## config.mk

```make
export PLATFORM = sky130hd
export DESIGN_NAME = reg_writer
export DESIGN_NICKNAME = d
export VERILOG_FILES = /design/src/rtl/reg_if_pkg.sv /design/src/rtl/reg_writer_fifo.sv /design/src/rtl/reg_writer.sv
export SDC_FILE = /design/constraint.sdc
export NUM_CORES = 1
export LEC_CHECK = 0
export BUFFER_PORTS_ARGS = -buffer_cell sky130_fd_sc_hd__buf_2
export CAP_MARGIN = 20
export CORE_UTILIZATION = 62
export CTS_CLUSTER_SIZE = 24
export DETAILED_ROUTE_END_ITERATION = 16
export GPL_TIMING_DRIVEN = 0
export PLACE_DENSITY = 0.83
export SYNTH_ARGS = -nofsm -noshare
export SYNTH_HDL_FRONTEND = slang
export SYNTH_HIERARCHICAL = 1
export SYNTH_SLANG_ARGS = --single-unit
```

## constraint.sdc

```tcl
create_clock -name clk -period 3.04 [get_ports clk]
set_input_delay 0.608 -clock clk [delete_from_list [all_inputs] [get_ports clk]]
set_output_delay 0.608 -clock clk [all_outputs]
set_load 0.1 [all_outputs]
```

## src/rtl/reg_if_pkg.sv

```systemverilog
// Shared types for the lookup-register load interface.
// Frame states, request bundle and address-beat helper.
package reg_if_pkg;

   localparam logic ADDR_TAG = 1'b1;
   localparam int   NUM_REGS = 8;
   localparam int   IDX_W    = $clog2(NUM_REGS);

   typedef enum logic [1:0] {
      IDLE,
      ADDR,
      DATA,
      GAP
   } wr_state_e;

   typedef struct packed {
      logic [IDX_W-1:0] idx;
      logic [3:0]       data;
   } wr_req_t;

   function automatic logic [3:0] addr_nibble(input logic [IDX_W-1:0] idx);
      return {ADDR_TAG, idx};
   endfunction

endpackage

```

## src/rtl/reg_writer_fifo.sv

```systemverilog
// wr_fifo: synchronous request FIFO of wr_req_t, cleared by init.
// Push while full and pop while empty are ignored.
module wr_fifo
   import reg_if_pkg::*;
#(
   parameter int DEPTH = 4
) (
   input  logic    clk,
   input  logic    init,
   input  logic    push_i,
   input  wr_req_t din_i,
   input  logic    pop_i,
   output wr_req_t dout_o,
   output logic    full_o,
   output logic    empty_o
);

   localparam int AW = $clog2(DEPTH);

   wr_req_t     mem_q [DEPTH];
   logic [AW:0] wr_ptr_q;
   logic [AW:0] rd_ptr_q;
   logic        do_push;
   logic        do_pop;

   // Extra pointer bit separates full from empty when the indices match.
   assign empty_o = (wr_ptr_q == rd_ptr_q);
   assign full_o  = (wr_ptr_q[AW] != rd_ptr_q[AW]) &&
                    (wr_ptr_q[AW-1:0] == rd_ptr_q[AW-1:0]);
   assign do_push = push_i & ~full_o;
   assign do_pop  = pop_i & ~empty_o;
   assign dout_o  = mem_q[rd_ptr_q[AW-1:0]];

   always_ff @(posedge clk) begin
      if (do_push) begin
         mem_q[wr_ptr_q[AW-1:0]] <= din_i;
      end
   end

   always_ff @(posedge clk) begin
      if (init) begin
         wr_ptr_q <= '0;
         rd_ptr_q <= '0;
      end else begin
         if (do_push) begin
            wr_ptr_q <= wr_ptr_q + {{AW{1'b0}}, 1'b1};
         end
         if (do_pop) begin
            rd_ptr_q <= rd_ptr_q + {{AW{1'b0}}, 1'b1};
         end
      end
   end

endmodule

```

## src/rtl/reg_writer.sv

```systemverilog
// reg_writer: serialises buffered (idx, data) writes onto the newd/setd bus.
// Define REG_WRITER_FILL_EN to add the fill_start/fill_value bulk fill.
module reg_writer
   import reg_if_pkg::*;
#(
   parameter int DEPTH      = 4,
   parameter int GAP_CYCLES = 1
) (
   input  logic       clk,
   input  logic       init,
`ifdef REG_WRITER_FILL_EN
   input  logic       fill_start,
   input  logic [3:0] fill_value,
`endif
   input  logic       req_valid,
   output logic       req_ready,
   input  logic [2:0] req_idx,
   input  logic [3:0] req_data,
   output logic       setd,
   output logic [3:0] newd,
   output logic       busy,
   output logic [7:0] sent_count
);

   wr_state_e  state_q;
   wr_req_t    frame_q;
   wr_req_t    head;
   wr_req_t    wr_req;
   wr_req_t    launch_req;
   logic       setd_q;
   logic [3:0] newd_q;
   logic [7:0] sent_q;
   logic [2:0] gap_q;
   logic       full;
   logic       empty;
   logic       push;
   logic       pop;
   logic       launch;
   logic       fill_busy;

   assign wr_req     = '{idx: req_idx, data: req_data};
   assign req_ready  = ~full & ~init & ~fill_busy;
   assign push       = req_valid & req_ready;
   assign pop        = (state_q == IDLE) & ~empty & ~fill_busy & ~init;
   assign busy       = ~empty | (state_q != IDLE) | fill_busy;
   assign setd       = setd_q;
   assign newd       = newd_q;
   assign sent_count = sent_q;

   wr_fifo #(
      .DEPTH(DEPTH)
   ) u_fifo (
      .clk    (clk),
      .init   (init),
      .push_i (push),
      .din_i  (wr_req),
      .pop_i  (pop),
      .dout_o (head),
      .full_o (full),
      .empty_o(empty)
   );

`ifdef REG_WRITER_FILL_EN
   logic       fill_q;
   logic [2:0] fill_idx_q;
   logic [3:0] fill_val_q;
   logic       fill_go;

   assign fill_busy = fill_q;
   assign fill_go   = (state_q == IDLE) & empty & ~fill_q & fill_start;

   // Fill frames take the bus ahead of the FIFO, which is held off anyway.
   always_comb begin
      launch     = pop | fill_go | ((state_q == IDLE) & fill_q);
      launch_req = head;
      if (fill_q) begin
         launch_req = '{idx: fill_idx_q, data: fill_val_q};
      end else if (fill_go) begin
         launch_req = '{idx: '0, data: fill_value};
      end
   end

   always_ff @(posedge clk) begin
      if (init) begin
         fill_q     <= 1'b0;
         fill_idx_q <= '0;
         fill_val_q <= '0;
      end else if (fill_go) begin
         fill_q     <= 1'b1;
         fill_idx_q <= 3'd1;
         fill_val_q <= fill_value;
      end else if (fill_q) begin
         if (state_q == IDLE) begin
            fill_idx_q <= fill_idx_q + 3'd1;
         end
         if ((state_q == DATA) && (frame_q.idx == 3'(NUM_REGS - 1))) begin
            fill_q <= 1'b0;
         end
      end
   end
`else
   assign fill_busy  = 1'b0;
   assign launch     = pop;
   assign launch_req = head;
`endif

   always_ff @(posedge clk) begin
      if (init) begin
         state_q <= IDLE;
         frame_q <= '0;
         setd_q  <= 1'b0;
         newd_q  <= 4'h0;
         sent_q  <= 8'd0;
         gap_q   <= 3'd0;
      end else begin
         unique case (state_q)
            IDLE: begin
               setd_q <= 1'b0;
               newd_q <= 4'h0;
               if (launch) begin
                  state_q <= ADDR;
                  frame_q <= launch_req;
                  setd_q  <= 1'b1;
                  newd_q  <= addr_nibble(launch_req.idx);
               end
            end
            ADDR: begin
               state_q <= DATA;
               setd_q  <= 1'b1;
               newd_q  <= frame_q.data;
            end
            DATA: begin
               sent_q  <= sent_q + 8'd1;
               setd_q  <= 1'b0;
               newd_q  <= 4'h0;
               gap_q   <= 3'd0;
               state_q <= (GAP_CYCLES > 0) ? GAP : IDLE;
            end
            GAP: begin
               setd_q <= 1'b0;
               newd_q <= 4'h0;
               if (gap_q == 3'(GAP_CYCLES - 1)) begin
                  state_q <= IDLE;
               end else begin
                  gap_q <= gap_q + 3'd1;
               end
            end
            default: begin
               state_q <= IDLE;
               setd_q  <= 1'b0;
               newd_q  <= 4'h0;
            end
         endcase
      end
   end

endmodule

```

==> results.yml, run 1 <==
run_status:
  run_status: "complete, no violations"
grt:
  grt_pass1_wl_um: 7280
  grt_antenna_before_repair: 0
  grt_total_usage: 0.235
  grt_overflow_total: 0
  grt_start_max_net_pins: 17
  grt_pass1_vias: 1587
sta:
  timing.final.crit_period_ns: 2.82
  fin_crit_sh: 0.928
  timing.final.ws_setup_ns: 0.220
  fin_worst_hold_slack_ns: 0.474
  final_max_slew_viol_count: 0
  timing.final.hold_violations: 0
  timing_worst_slew_pin_value_ns: 0.856
  max-slew-margin-rel: 0.426
  final.setup_skew_ns: 0.00427
  setup_viol_count_final: 0
  fmaxAchievable_ghz: 0.355
  timing.setup.tns_ns: 0
  rsz0062_at_grt: "false"
placed_design:
  portBuffers: 24
  dp_hpwl_um: 3190
  numPlacedInstances: 291
  gp_routability_congestion: 0.842
  dpl_worst_slack_ns: 0.487
cells_and_area:
  antenna-diode-count: 0
  fin_nets: 275
  instances_no_fill: 306
  area_delta_synth_final_pct: 15.1
  utilization: 0.748
  drive_gt1_frac: 0.223
  fill_cells: 281
min_path:
  min_from: "frame_q[0]"
  worst_hold_path_type: "reg2reg"
clocking:
  clock_tree.htree_level_count: 3
  post_cts_resize_count: 0
  insertion_delay_ns: 0.32
  cts-root-buf: "clkbuf_8"
  cts_tree: "yes"
  clock_path_buffers: 2
  numCtsBuffers: 9
  post_cts_buffers: 0
  clkSinkCount: 58
  cts_hold_buf: 0
  clk_pin_slew_worst_paths_ns: 0.06
logic_synthesis:
  synth_top_area_frac: 0.323
  mappedNetlistArea_um2: 2600
  synthesis.area_per_instance_um2: 12.0
  netlist-cell-type-count: 40
  post_synthesis_cell_count: 217
  synth_fp_nets: 240
  synth-seq-cells: 58
  synth.area.top_cells: "edfxtp_1, dfxtp_1, ha_1"
  fraction_of_the_yosys_area_taken_by_sequential_cells: 0.554
  synth_top_area_cell: "edfxtp_1"
  yosys_warnings: 6
worst_setup_path:
  timing.critical_path.arrival_ns: 2.21
  worstPathBufferInverterCount: 1
  critPathLaunch: "u_fifo/wr_ptr_q[0]"
  start_kind: "flip-flop"
  crit_chain: "xnor2_1 -> nand2_1 -> nor2_1 -> nand2_1 -> buf_2"
  slowest_delay_ns: 0.56
  end_kind: "primary output"
  critPathTopFamily: "simple AND/OR/NAND/NOR gates"
  path_common_cell: "nand2_1"
  crit_type: "reg2out"
  critical_path_peak_fanout: 8
  critical-path-slowest-cell: "xnor2_1"
  worst_ep_required_time_ns: 2.43
  reg2reg_from: "u_fifo/wr_ptr_q[0]"
floorplanning:
  initial_utilization: 0.650
  placeableCoreArea_um2: 4000
  floorplan.die_area_um2: 4460
  core.rowCount: 23
  die_y_um: 66.8
  ios: 25
  floorplan.die.width_um: 66.8
power_and_ir_drop:
  peakVddDrop_uv: 490
  power.density_cell_area_nw_per_um2: 831
  total_leakage_power_uw: 0.00113
route:
  route.vias.total: 1802
  initialDrtViolationCount: 100
  drc_errors: 0
  first_pass_iters: 4
  wl_per_cell_um: 15.4
  drt.antenna.violating_nets: 0
  totalWireLength_um: 4710
  avgViaCountPerCell: 5.89
flow_run:
  drv_cap: 0
## layer usage
layer / vias up / GRT usage / share of wire
met5: - / 0 / 0
met2: 77 / 0.391 / 0.49
met4: 0 / 0.168 / 0.040
met1: 845 / 0.259 / 0.42
met3: 16 / 0.0565 / 0.048
li1: 864 / - / -
## flip-flops by register name, indices dropped and copies added (netlist names), named ones only
signal           flops
frame_q              4
gap_q                3
newd                 4
sent_count           8
setd                 1
state_q              2
u_fifo/mem_q        28
u_fifo/rd_ptr_q      3
u_fifo/wr_ptr_q      3
## synthesized netlist by cell type
| cell type | instances |
|---|---|
| a211o_1 | 1 |
| a211o_2 | 1 |
| a21boi_1 | 1 |
| a21oi_1 | 8 |
| a31oi_1 | 4 |
| a32oi_1 | 1 |
| a41oi_1 | 2 |
| and2_1 | 4 |
| and3_1 | 1 |
| and3b_1 | 1 |
| buf_1 | 1 |
| buf_2 | 3 |
| buf_6 | 2 |
| clkbuf_1 | 1 |
| clkbuf_4 | 1 |
| clkbuf_8 | 1 |
| dfxtp_1 | 30 |
| edfxtp_1 | 28 |
| ha_1 | 13 |
| inv_1 | 9 |
| mux2i_1 | 4 |
| mux4_2 | 7 |
| nand2_1 | 13 |
| nand2b_1 | 8 |
| nand3_1 | 10 |
| nand3b_1 | 2 |
| nand4_1 | 4 |
| nand4_2 | 1 |
| nor2_1 | 11 |
| nor2b_1 | 1 |
| nor3b_1 | 4 |
| nor3b_2 | 1 |
| o211ai_1 | 5 |
| o21ai_0 | 16 |
| o21ai_1 | 1 |
| o21bai_1 | 1 |
| or3_1 | 4 |
| or4_1 | 1 |
| xnor2_1 | 4 |
| xor2_1 | 6 |
## placed cells by master, fill, tap and decap left out, drive strengths merged, types with 8 or more instances in the layout
cell type   n
ha         13
o21ai      17
inv         9
nand2b      8
buf        30
a21oi       8
dfxtp      30
nand3      10
nor2       11
nand2      13
edfxtp     28
clkbuf     12
## power breakdown
part | switching (uW) | leakage, uW | internal, uW
logic | 555 | 0.000525 | 241
clock network | 280 | 0.000105 | 452
registers | 56.6 | 0.000498 | 904
total | 892 | 0.00113 | 1600
## path summary, 6_finish.rpt
path / endpoint / slack [ns] / cells after the start
min reg2reg: frame_q[0] / 0.47 / 2
max: busy / 0.22 / 5
min: frame_q[0] / 0.47 / 2
max reg2reg: u_fifo/mem_q[3][0] / 0.45 / 7
## per-stage QoR
| step | cell area, um^2 | power [uW] |
|---|---|---|
| 2_1_floorplan | 2600 | 1630 |
| 4_1_cts | 2990 | 2510 |
| 3_5_place_dp | 2790 | 1770 |
| 6_report | 2990 | 2490 |
| 3_3_place_gp | 2790 | 1750 |
| 5_1_grt | 2990 | 2600 |
## final cells by class
class | instances | area (um^2) | share of cell area
clock buffer | 9 | 124 | 0.0414
tap | 50 | 62.6 | 0.0209
inverter | 9 | 33.8 | 0.0113
timing repair buffer | 24 | 120 | 0.0401
sequential | 58 | 1440 | 0.482
buffer | 9 | 66.3 | 0.0222
clock inverter | 6 | 82.6 | 0.0276
multi-input combinational | 141 | 1060 | 0.355
## logic make-up (layout without fill, tap and decap cells)
| group | Yosys count | after routing | share of synthesized area |
|---|---|---|---|
| buffers and inverters | 18 | 57 | 0.0385 |
| XOR/XNOR | 10 | 10 | 0.0337 |
| flip-flops | 58 | 58 | 0.554 |
| multiplexers | 11 | 11 | 0.0760 |
| AO/OA/AOI/OAI | 41 | 41 | 0.0952 |
| adder cells (fa/ha/maj) | 13 | 13 | 0.0625 |
| AND/OR/NAND/NOR | 66 | 66 | 0.140 |
## worst reg2reg max path, stage by stage (launching register included)
cell and delay [ns]:
dfxtp_1 0.48, xnor2_1 0.26, nand2_1 0.25, nor2_1 0.09, nor2_2 0.11, and2_1 0.23
nand2_1 0.14, a31oi_1 0.66
Power figures use the tool's default switching activity.
==> inputs of run 2 (changes only) <==
--- a/config.mk
+++ b/config.mk
@@ -14,5 +14,4 @@
 export PLACE_DENSITY = 0.83
 export SYNTH_ARGS = -nofsm -noshare
 export SYNTH_HDL_FRONTEND = slang
-export SYNTH_HIERARCHICAL = 1
 export SYNTH_SLANG_ARGS = --single-unit
==> results.yml, run 2 <==
sta:
  fin_crit_sh: 0.842
  timing.final.hold_violations: 0
  fmaxAchievable_ghz: 0.391
  rsz0062_at_grt: "false"
  max-slew-margin-rel: 0.644
  timing.setup.tns_ns: 0
  timing.final.crit_period_ns: 2.56
  timing_worst_slew_pin_value_ns: 0.529
  setup_viol_count_final: 0
  timing.final.ws_setup_ns: 0.481
  final.setup_skew_ns: 0.00916
  final_max_slew_viol_count: 0
floorplanning:
  die_y_um: 64.4
  placeableCoreArea_um2: 3690
  initial_utilization: 0.654
  floorplan.die_area_um2: 4150
  ios: 25
  core.rowCount: 22
  floorplan.die.width_um: 64.4
placed_design:
  numPlacedInstances: 259
  gp_routability_congestion: 0.729
  dp_hpwl_um: 2960
  dpl_worst_slack_ns: 0.471
  portBuffers: 24
  detailed_place.area_um2: 2590
flow_run:
  drv_cap: 0
logic_synthesis:
  synthFlopType: "dfxtp_1"
  mappedNetlistArea_um2: 2410
  synth_top_area_frac: 0.348
  synth.area.top_cells: "edfxtp_1, dfxtp_1, mux4_2"
  post_synthesis_cell_count: 187
  post-synth-top-count-cell: "dfxtp_1"
  synth-seq-cells: 58
  synth_top_area_cell: "edfxtp_1"
  synthesis.area_per_instance_um2: 12.9
  synth-edff-count: 28
  synth_fp_nets: 209
  fraction_of_the_yosys_area_taken_by_sequential_cells: 0.597
  synthArstFlopShare: 0
  yosys_warnings: 0
  synth_top_cells_by_count: "dfxtp_1, edfxtp_1, nor2_1"
  netlist-cell-type-count: 34
clocking:
  cts_hold_buf: 0
  post_cts_resize_count: 0
  clkSinkCount: 58
  cts-root-buf: "clkbuf_8"
  clock_tree.htree_level_count: 3
  insertion_delay_ns: 0.32
  post_cts_buffers: 0
  cts_tree: "yes"
  clock_path_buffers: 2
  numCtsBuffers: 9
  clk_pin_slew_worst_paths_ns: 0.06
route:
  first_pass_iters: 4
  avgViaCountPerCell: 5.73
  totalWireLength_um: 4100
  drc_errors: 0
  wl_per_cell_um: 14.9
  route.vias.total: 1576
  initialDrtViolationCount: 68
  drt.antenna.violating_nets: 0
grt:
  grt_overflow_total: 0
  grt_start_max_net_pins: 11
  grt_pass1_wl_um: 6910
  grt_total_usage: 0.232
  grt_pass1_vias: 1650
  grt_antenna_before_repair: 0
worst_setup_path:
  worst_ep_required_time_ns: 2.43
  ff2ff_path_depth: 4
  crit_type: "in2out"
  worst_setup_slack_for_register_to_register_paths_ns: 1.15
  r2r-end: "u_fifo.mem_q[3][3]"
  cp-endpoint: "req_ready"
  reg2reg_from: "u_fifo.wr_ptr_q[1]"
  start_kind: "input port"
  critPathLaunch: "init"
  timing.critical_path.arrival_ns: 1.95
  end_kind: "primary output"
  critical_path_peak_fanout: 10
cells_and_area:
  instances_no_fill: 275
  layout.cells.most_common: "dfxtp_1"
  final_design_area_no_fill_um2: 2770
  antenna-diode-count: 0
  mostFrequentLayoutCells: "dfxtp_1, edfxtp_1, buf_2"
  fin_nets: 244
  drive_gt1_frac: 0.225
  area_delta_synth_final_pct: 14.6
  fill_cells: 246
  largest_reg_flops: 28
run_status:
  run_status: "complete, no violations"
power_and_ir_drop:
  power.density_cell_area_nw_per_um2: 858
  peakVddDrop_uv: 527
  design_power_total_uw: 2370
  total_leakage_power_uw: 0.00109
min_path:
  worst_hold_path_type: "reg2reg"
[run 2: power by group]
part	switching [uW]	internal [uW]	total (uW)
sequential	58.1	914	972
combinational	559	227	786
clock	279	335	614
[run 2: how the worst min path moves through the flow]
stage                          to  slack, ns  cells after the start        start
2_1_floorplan             newd[3]       0.44                      2   frame_q[3]
3_3_place_gp              newd[3]       0.45                      2   frame_q[3]
3_5_place_dp              newd[3]       0.45                      2   frame_q[3]
4_1_cts                   newd[3]       0.46                      2   frame_q[3]
5_1_grt        u_fifo.mem_q[1][3]       0.48                      1  req_data[3]
6_report                  newd[3]       0.47                      2   frame_q[3]
[run 2: per-stage QoR]
stage	hold WS (ns)	utilization
2_1_floorplan	0.436	-
3_3_place_gp	0.447	0.703
3_5_place_dp	0.451	0.703
4_1_cts	0.460	0.750
5_1_grt	0.484	0.750
6_report	0.468	0.750
[run 2: area by class of cell]
type                    count  area, um^2  area share
well taps                  48        60.1      0.0217
inverters                   8        30.0      0.0109
multi-input cells         114         913       0.330
clock inverters             3        13.8     0.00498
repair buffers             24         120      0.0434
clock buffers              13         159      0.0574
plain buffers               7        28.8      0.0104
flip-flops and latches     58        1440       0.521
[run 2: routing by layer]
| layer | global-route usage | wire length [um] |
|---|---|---|
| met3 | 0.0679 | 170 |
| met2 | 0.409 | 2220 |
| met1 | 0.231 | 1620 |
| met4 | 0.158 | 94 |
| met5 | 0 | 0 |
[run 2: kinds of logic after synthesis]
kind of cell	count (synthesis)	share of synthesized area
flip-flops	58	0.597
AND/OR/NAND/NOR	53	0.104
AO/OA/AOI/OAI	23	0.0684
buffers and inverters	15	0.0244
multiplexers	14	0.0944
XOR/XNOR	12	0.0498
adder cells (fa/ha/maj)	12	0.0622
[run 2: worst max-delay path, cell delays in order]
cell,delay (ns)
buf_2,0.12
clkbuf_1,0.39
clkbuf_1,0.43
nor2_1,0.09
buf_2,0.31
==> inputs of run 3 (changes only) <==
--- a/config.mk
+++ b/config.mk
@@ -7,11 +7,11 @@
 export LEC_CHECK = 0
 export BUFFER_PORTS_ARGS = -buffer_cell sky130_fd_sc_hd__buf_2
 export CAP_MARGIN = 20
-export CORE_UTILIZATION = 62
+export CORE_UTILIZATION = 57
 export CTS_CLUSTER_SIZE = 24
 export DETAILED_ROUTE_END_ITERATION = 16
 export GPL_TIMING_DRIVEN = 0
-export PLACE_DENSITY = 0.83
+export PLACE_DENSITY = 0.78
 export SYNTH_ARGS = -nofsm -noshare
 export SYNTH_HDL_FRONTEND = slang
 export SYNTH_SLANG_ARGS = --single-unit
==> constraint.sdc (replaced) <==
create_clock -name clk -period 2.4 [get_ports clk]
set_input_delay 0.48 -clock clk [delete_from_list [all_inputs] [get_ports clk]]
set_output_delay 0.48 -clock clk [all_outputs]
set_load 0.1 [all_outputs]
==> results.yml, run 3 (synthesized netlist as in run 2, its figures left out) <==
run_status:
  run_status: "complete, no violations"
route:
  first_pass_iters: 4
  drc_errors: 0
  route.vias.total: 1511
  drt.antenna.violating_nets: 0
  initialDrtViolationCount: 71
  avgViaCountPerCell: 5.47
  wl_per_cell_um: 15.1
  totalWireLength_um: 4170
sta:
  timing.final.ws_setup_ns: 0.110
  timing_worst_slew_pin_value_ns: 0.528
  setup_viol_count_final: 0
  final.setup_skew_ns: 0.00779
  max-slew-margin-rel: 0.645
  fmaxAchievable_ghz: 0.437
  timing.final.crit_period_ns: 2.29
  final_max_slew_viol_count: 0
  fin_crit_sh: 0.954
  timing.setup.tns_ns: 0
  rsz0062_at_grt: "false"
  timing.final.hold_violations: 0
placed_design:
  portBuffers: 24
  dp_hpwl_um: 2940
  detailed_place.area_um2: 2600
  gp_routability_congestion: 0.736
  dpl_worst_slack_ns: 0.0496
cells_and_area:
  mostFrequentLayoutCells: "dfxtp_1, edfxtp_1, buf_2"
  fin_nets: 244
  area_delta_synth_final_pct: 16.3
  footprint_of_the_multi_input_gates_um2: 916
  area.sequential_um2: 1440
  largest_reg_flops: 28
  fill_cells: 284
  drive_gt1_frac: 0.243
  layout.cells.most_common: "dfxtp_1"
  utilization: 0.697
  final_design_area_no_fill_um2: 2810
  antenna-diode-count: 0
floorplanning:
  initial_utilization: 0.599
  floorplan.die.width_um: 67.1
  die_y_um: 67.1
  placeableCoreArea_um2: 4030
  ios: 25
  core.rowCount: 23
  floorplan.die_area_um2: 4500
clocking:
  post_cts_buffers: 0
  numCtsBuffers: 9
  cts-root-buf: "clkbuf_8"
  clock_tree.htree_level_count: 3
  clkSinkCount: 58
  cts_tree: "yes"
  clk_pin_slew_worst_paths_ns: 0.07
  clock_path_buffers: 2
  insertion_delay_ns: 0.34
grt:
  grt_total_usage: 0.221
  grt-busiest-layer: "met2"
  grt_pass1_vias: 1507
  grt.met1_usage: 0.231
  grt_overflow_total: 0
  grt_pass1_wl_um: 6760
  grt_start_max_net_pins: 11
  gr_layer_usage_met2: 0.385
  grt_use_met3: 0.103
  grt_antenna_before_repair: 0
power_and_ir_drop:
  peakVddDrop_uv: 572
  p_comb_frac: 0.314
  power.density_cell_area_nw_per_um2: 1130
  design_power_total_uw: 3170
  power_frac_seq: 0.387
  total_leakage_power_uw: 0.00111
  power_share_of_the_clock_group: 0.299
  intPower_uw: 2020
  switching_share: 0.365
  power.switching_uw: 1160
flow_run:
  drv_cap: 0
worst_setup_path:
  critical_path_peak_fanout: 10
  crit_chain: "inv_1 -> ha_1 -> clkbuf_1 -> nand2_1 -> buf_2"
  slowest_delay_ns: 0.42
  timing.critical_path.arrival_ns: 1.81
  start_kind: "flip-flop"
  end_kind: "primary output"
  critical-path-slowest-cell: "buf_2"
  worst_ep_required_time_ns: 1.92
  crit_type: "reg2out"
min_path:
  worst_hold_path_type: "in2reg"
run 3: worst paths after layout:
path	from	to	slack, ns	cells past startpoint
worst max-delay path	state_q[0]	busy	0.11	5
worst min-delay path	req_idx[1]	u_fifo.mem_q[0][5]	0.36	1
worst min register to register	frame_q[3]	newd[3]	0.48	2
worst max register to register	u_fifo.wr_ptr_q[1]	u_fifo.mem_q[3][1]	0.54	4
run 3: what timing repair did:
action,4_1_cts,5_1_grt
gates resized for setup,0,2
endpoints found under the hold margin,0,0
hold buffers,0,0
endpoints found under the setup margin,0,1
run 3: power by group through the flow:
stage               combinational (uW)  clock (uW)  sequential [uW]
finish                             997         948             1230
CTS                               1000         963             1230
global route                      1070        1000             1240
detailed placement                 997           0             1250
global placement                   973           0             1240
floorplan                          569           0             1500
run 3: layout make-up:
| class | instances | share of cell area |
|---|---|---|
| sequential | 58 | 0.514 |
| multi-input combinational | 114 | 0.326 |
| clock buffer | 9 | 0.0441 |
| timing repair buffer | 24 | 0.0428 |
| clock inverter | 6 | 0.0294 |
| tap | 50 | 0.0223 |
| buffer | 7 | 0.0107 |
| inverter | 8 | 0.0107 |
run 3: through the flow:
step	hold slack, ns	instances
after detailed placement	0.455	261
final	0.356	276
after global placement	0.450	261
after floorplan	0.436	187
after CTS	0.343	276
after global routing	0.340	276
run 3: critical path, delay by kind of cell (launching register included):
family | cells | cell delay [ns]
fa+ha+maj | 1 | 0.24
simple gates | 1 | 0.10
flops | 1 | 0.38
buf+inv | 3 | 0.74
run 3: routing by layer:
layer | up-vias | part of all wire
met5 | - | 0
met4 | 0 | 0.0086
met3 | 4 | 0.046
met2 | 30 | 0.54
met1 | 740 | 0.41
li1 | 737 | -
